<file path="config.mk">
export PLATFORM = sky130hd
export DESIGN_NAME = llr_ram_sequencer
export DESIGN_NICKNAME = d
export VERILOG_FILES = /design/src/rtl/llr_ram_sequencer.sv
export SDC_FILE = /design/constraint.sdc
export NUM_CORES = 1
export LEC_CHECK = 0
export CAP_MARGIN = 20
export CORE_AREA = 2 2 87 89
export CTS_CLUSTER_SIZE = 10
export DETAILED_ROUTE_END_ITERATION = 10
export DIE_AREA = 0 0 89 91
export PLACE_DENSITY = 0.66
export SETUP_SLACK_MARGIN = 0.5
export SKIP_CTS_REPAIR_TIMING = 1
export SLEW_MARGIN = 20
export SYNTH_ARGS = -nofsm -noshare
export SYNTH_HDL_FRONTEND = slang
export SYNTH_SLANG_ARGS = --single-unit
</file>
<file path="constraint.sdc">
create_clock -name clk -period 3.46 [get_ports clk]
set_input_delay 1.038 -clock clk [delete_from_list [all_inputs] [get_ports clk]]
set_output_delay 1.038 -clock clk [all_outputs]
set_load 0.1 [all_outputs]
</file>
<file path="src/rtl/llr_ram_sequencer.sv">
// LLR RAM sequencer: LOAD writes a valid/ready stream to addresses 0..len-1; READ replays them through a 2-entry skid FIFO; optional CLEAR via LLR_RAM_SEQ_CLEAR_EN.
// Read latency: first out_valid 2 cycles after READ entry, 1 word/cycle sustained; out_ready low stalls RAM reads once FIFO plus in-flight would exceed 2.
module llr_ram_sequencer #(
    parameter int DATA_WIDTH = 8,
    parameter int ADDR_WIDTH = 8,
    parameter int RAM_DEPTH  = 1 << ADDR_WIDTH
) (
    input  logic                  clk,
    input  logic                  reset,
    input  logic [ADDR_WIDTH:0]   block_len,
    input  logic                  load_start,
    input  logic                  read_start,
`ifdef LLR_RAM_SEQ_CLEAR_EN
    input  logic                  clear_start,
    output logic                  clear_done,
`endif
    input  logic [DATA_WIDTH-1:0] in_data,
    input  logic                  in_valid,
    output logic                  in_ready,
    output logic [DATA_WIDTH-1:0] out_data,
    output logic                  out_valid,
    input  logic                  out_ready,
    output logic                  busy,
    output logic                  load_done,
    output logic                  read_done,
    output logic [ADDR_WIDTH-1:0] ram_address,
    output logic [DATA_WIDTH-1:0] ram_data_in,
    input  logic [DATA_WIDTH-1:0] ram_data_out,
    output logic                  ram_we,
    output logic                  ram_cs
);

    localparam logic [ADDR_WIDTH:0] LP_DEPTH = (ADDR_WIDTH+1)'(RAM_DEPTH);
    localparam logic [ADDR_WIDTH:0] LP_ONE   = (ADDR_WIDTH+1)'(1);

    typedef enum logic [2:0] {
        S_IDLE,
        S_LOAD,
        S_READ,
        S_DRAIN
`ifdef LLR_RAM_SEQ_CLEAR_EN
        , S_CLEAR
`endif
    } state_t;

    state_t                r_state;
    logic [ADDR_WIDTH:0]   r_cnt;
    logic [ADDR_WIDTH:0]   r_len;
    logic                  r_in_flight;
    logic [DATA_WIDTH-1:0] r_fifo [2];
    logic                  r_wr_ptr;
    logic                  r_rd_ptr;
    logic [1:0]            r_count;
    logic                  r_load_done;
    logic                  r_read_done;
`ifdef LLR_RAM_SEQ_CLEAR_EN
    logic                  r_clear_done;
    logic                  w_clr;
`endif

    logic [ADDR_WIDTH:0]   w_len_clip;
    logic [ADDR_WIDTH:0]   w_cnt_inc;
    logic                  w_wr;
    logic                  w_pop;
    logic [2:0]            w_occ;
    logic                  w_room;
    logic                  w_rd;

    assign w_len_clip = (block_len > LP_DEPTH) ? LP_DEPTH : block_len;
    assign w_cnt_inc  = r_cnt + LP_ONE;
    assign w_wr       = (r_state == S_LOAD) && in_valid;
    assign w_pop      = (r_count != 2'd0) && out_ready;
    // Occupancy counts words already buffered plus the one returning from RAM.
    assign w_occ      = {1'b0, r_count} + {2'b00, r_in_flight};
    assign w_room     = (w_occ <= 3'd1) || ((w_occ == 3'd2) && w_pop);
    assign w_rd       = (r_state == S_READ) && (r_cnt < r_len) && w_room;
`ifdef LLR_RAM_SEQ_CLEAR_EN
    assign w_clr      = (r_state == S_CLEAR);
    assign clear_done = r_clear_done;
`endif

    assign in_ready  = (r_state == S_LOAD);
    assign busy      = (r_state != S_IDLE);
    assign out_valid = (r_count != 2'd0);
    assign out_data  = r_fifo[r_rd_ptr];
    assign load_done = r_load_done;
    assign read_done = r_read_done;

    always_comb begin
        ram_cs      = 1'b0;
        ram_we      = 1'b0;
        ram_address = '0;
        ram_data_in = '0;
        if (w_wr) begin
            ram_cs      = 1'b1;
            ram_we      = 1'b1;
            ram_address = r_cnt[ADDR_WIDTH-1:0];
            ram_data_in = in_data;
        end else if (w_rd) begin
            ram_cs      = 1'b1;
            ram_address = r_cnt[ADDR_WIDTH-1:0];
        end
`ifdef LLR_RAM_SEQ_CLEAR_EN
        else if (w_clr) begin
            ram_cs      = 1'b1;
            ram_we      = 1'b1;
            ram_address = r_cnt[ADDR_WIDTH-1:0];
        end
`endif
    end

    always_ff @(posedge clk or posedge reset) begin
        if (reset) begin
            r_state      <= S_IDLE;
            r_cnt        <= '0;
            r_len        <= '0;
            r_in_flight  <= 1'b0;
            r_fifo[0]    <= '0;
            r_fifo[1]    <= '0;
            r_wr_ptr     <= 1'b0;
            r_rd_ptr     <= 1'b0;
            r_count      <= 2'd0;
            r_load_done  <= 1'b0;
            r_read_done  <= 1'b0;
`ifdef LLR_RAM_SEQ_CLEAR_EN
            r_clear_done <= 1'b0;
`endif
        end else begin
            r_load_done  <= 1'b0;
            r_read_done  <= 1'b0;
`ifdef LLR_RAM_SEQ_CLEAR_EN
            r_clear_done <= 1'b0;
`endif
            if (r_in_flight) begin
                r_fifo[r_wr_ptr] <= ram_data_out;
                r_wr_ptr         <= ~r_wr_ptr;
            end
            if (w_pop) begin
                r_rd_ptr <= ~r_rd_ptr;
            end
            r_count     <= r_count + {1'b0, r_in_flight} - {1'b0, w_pop};
            r_in_flight <= w_rd;

            case (r_state)
                S_IDLE: begin
`ifdef LLR_RAM_SEQ_CLEAR_EN
                    if (clear_start) begin
                        r_cnt   <= '0;
                        r_state <= S_CLEAR;
                    end else
`endif
                    if (load_start) begin
                        r_cnt <= '0;
                        r_len <= w_len_clip;
                        if (w_len_clip == '0) begin
                            r_load_done <= 1'b1;
                        end else begin
                            r_state <= S_LOAD;
                        end
                    end else if (read_start) begin
                        r_cnt <= '0;
                        r_len <= w_len_clip;
                        if (w_len_clip == '0) begin
                            r_read_done <= 1'b1;
                        end else begin
                            r_state <= S_READ;
                        end
                    end
                end
                S_LOAD: begin
                    if (w_wr) begin
                        r_cnt <= w_cnt_inc;
                        if (w_cnt_inc == r_len) begin
                            r_state     <= S_IDLE;
                            r_load_done <= 1'b1;
                        end
                    end
                end
                S_READ: begin
                    if (w_rd) begin
                        r_cnt <= w_cnt_inc;
                        if (w_cnt_inc == r_len) begin
                            r_state <= S_DRAIN;
                        end
                    end
                end
                S_DRAIN: begin
                    if ((r_count == 2'd0) && !r_in_flight) begin
                        r_state     <= S_IDLE;
                        r_read_done <= 1'b1;
                    end
                end
`ifdef LLR_RAM_SEQ_CLEAR_EN
                S_CLEAR: begin
                    r_cnt <= w_cnt_inc;
                    if (r_cnt == (LP_DEPTH - LP_ONE)) begin
                        r_state      <= S_IDLE;
                        r_clear_done <= 1'b1;
                    end
                end
`endif
                default: r_state <= S_IDLE;
            endcase
        end
    end

endmodule
</file>
==> impl_metrics.json <==
{
  "clock_sinks": 43,
  "insertedDiodeCount": 0,
  "synth_top_area_cell": "dfrtp_1",
  "regArea_sq_mm": 0.001077,
  "worst_slack_ns": -0.04911,
  "core_sq_mm": 0.007137,
  "synth_area_sq_mm": 0.002811,
  "synth-async-reset-ratio_pct": 100.0,
  "max_freq_ghz": 0.2850,
  "slew_viol_final": 0,
  "ant_nets": 0,
  "fin_crit_sh_pct": 101.4,
  "r2r_start": "r_cnt[1]",
  "utilization_pct": 57.21,
  "hold-path-endpoint": "r_wr_ptr",
  "hold_slack_ns": 0.4927,
  "netlist.area_leader.share_pct": 38.27,
  "critPathRequiredTime_ns": 2.42,
  "yosysSeqAreaShare_pct": 38.27,
  "cts_tree": "yes",
  "routedWlPerCell_microns": 13.95,
  "grt_pass1_wl_microns": 10870,
  "grt_max_degree": 44,
  "rrSetupSlack_ns": 0.73,
  "clkTransAtPathRegs_ns": 0.09,
  "gp_congestion": 0.8440,
  "startpoint_type": "flip-flop",
  "fillers": 647,
  "rr_endpoint": "r_state[1]",
  "vias": 2395,
  "synth_area_leaders": "dfrtp_1 38%, mux2_2 10%, ha_1 8.9%",
  "port_buffers": 61,
  "ys_ff_latch": 43,
  "critPathLaunch": "r_cnt[6]",
  "grt-ovfl-total": 0,
  "ys.flop_type": "dfrtp_1",
  "tightest_slew_ns": 0.7928,
  "ys_warn_count": 0,
  "syn_avg_cell_area_sq_um": 9.595,
  "ioPinCount": 62,
  "dp_slack_ns": -0.4150,
  "crit_path_max_fanout": 5,
  "drtIter0Drc": 91,
  "synth-edff-count": 0,
  "crit_type": "flip-flop to output port",
  "rows": 31,
  "area_growth_pct": 45.22,
  "worstHoldPathCells": 1,
  "synth.distinct_cells": 51,
  "max-cap-violations": 0,
  "status": "complete, but fails checks",
  "violations": "setup timing",
  "rsz0062_at_grt": "true",
  "first_pass_iters": 6,
  "cp-end-kind": "output port",
  "period_minus_slack_ns": 3.509,
  "syn_inst": 293,
  "drc_errors": 0,
  "dp_hpwl_microns": 5006,
  "stdcell_count": 475,
  "clk_path_buf_depth": 2,
  "clkLatencyLatePin_ns": 0.30,
  "antenna_found_initial": 0,
  "initial_core_util_pct": 39.39,
  "die-height_microns": 91,
  "fin_nets": 427,
  "place_inst": 460,
  "cts_max_level": 2,
  "numCtsBuffers": 5,
  "finalWirelength_microns": 6628,
  "syn-num-nets": 344,
  "max-slew-margin-rel_pct": 47.04,
  "layout-drive-gt1-share_pct": 34.57,
  "clock_skew_ns": 0.008611,
  "grtUsageTotal_pct": 16.83,
  "clk_root_buffer_cell": "clkbuf_8",
  "via_per_inst": 5.042,
  "dieArea_sq_mm": 0.008099,
  "multiInputGateArea_sq_mm": 0.001715,
  "fp.dieW_microns": 89,
  "reg2reg_depth": 9,
  "min-delay-start": "r_wr_ptr",
  "setup_violations": 8,
  "hold_viol_final": 0,
  "first_global_vias": 2374,
  "hp-class": "flip-flop to flip-flop",
  "worstPathArrival_ns": 2.47
}
[flip-flops by register name, indices dropped and copies added (netlist names)]
name / count
r_wr_ptr: 1
r_state: 2
r_in_flight: 1
r_rd_ptr: 1
r_cnt: 9
load_done: 1
r_len: 9
read_done: 1
r_fifo: 16
r_count: 2
[metal layers]
metal,up-vias,wire length (microns),GRT usage [%]
met5,-,0,0
met2,45,3337,28.73
met1,1148,2896,20.69
li1,1194,-,-
met3,8,316,5.000
met4,0,78,3.856
[placed cells by master (no fill, tap or decap), drive strengths merged, types with 3 or more instances in the layout]
| master | Yosys | routed |
|---|---|---|
| nor2 | 12 | 12 |
| o21ai | 18 | 18 |
| nand2b | 13 | 13 |
| clkdlybuf4s50 | 0 | 28 |
| nor3 | 5 | 5 |
| or4b | 5 | 5 |
| mux2 | 25 | 25 |
| xnor2 | 10 | 10 |
| xor2 | 5 | 5 |
| nand3b | 3 | 3 |
| and2 | 10 | 10 |
| nand3 | 15 | 15 |
| inv | 21 | 20 |
| ha | 20 | 20 |
| o31ai | 3 | 3 |
| nand2 | 30 | 30 |
| buf | 4 | 57 |
| a21oi | 5 | 5 |
| dfrtp | 43 | 43 |
| and3 | 10 | 10 |
| clkbuf | 7 | 5 |
[critical path, cell delays in order (launching register included)]
cell      delay (ns)
dfrtp_2         0.45
ha_4            0.24
a211o_1         0.33
a211oi_2        0.28
nor2_2          0.09
o31ai_4         0.30
buf_6           0.16
and2_4          0.14
buf_12          0.16
[cell type report]
type                            instances  share of cell area [%]
Clock buffer                            5                   1.686
Clock inverter                          2                  0.9194
Inverter                               22                   2.115
Multi-Input combinational cell        217                   42.02
Sequential cell                        43                   26.39
Tap cell                               99                   3.034
Timing Repair Buffer                   87                   23.84
[stage by stage]
step | cell area, sq um | TNS [ns]
finish | 4083 | -0.3598
global route | 4083 | -1.538
CTS | 3960 | -3.641
detailed placement | 3854 | -3.633
global placement | 3854 | -3.489
floorplan | 2892 | -5.033
[how the worst max path moves through the flow]
stage / end / slack, ns / cells past startpoint
2_1_floorplan: ram_address[0] / -0.62 / 5
3_3_place_gp: ram_address[0] / -0.39 / 8
3_5_place_dp: ram_address[0] / -0.42 / 8
4_1_cts: ram_address[0] / -0.42 / 8
5_1_grt: ram_address[0] / -0.18 / 11
6_report: ram_address[0] / -0.05 / 8
[logic make-up (layout without fill, tap and decap cells)]
kind of cell,Yosys count,in the layout,share of synthesized area [%]
and+or+nand+nor,112,112,21.63
xor gates and xnor gates,15,15,4.673
buffers and inverters,33,116,4.896
muxes,25,25,10.01
adders and majority gates,20,20,8.901
AOI/OAI and AO/OA,45,45,11.62
DFF,43,43,38.27
[synthesized netlist by cell type, drive strengths merged, types with 7 or more instances]
cell and instances:
and2 10, and3 10, clkbuf 7, dfrtp 43, ha 20, inv 21
mux2 25, nand2 30, nand2b 13, nand3 15, nor2 12, o21ai 18
xnor2 10
Power is not shown: default switching activity piles up to over one toggle a cycle in this logic, so the estimate is an artifact.
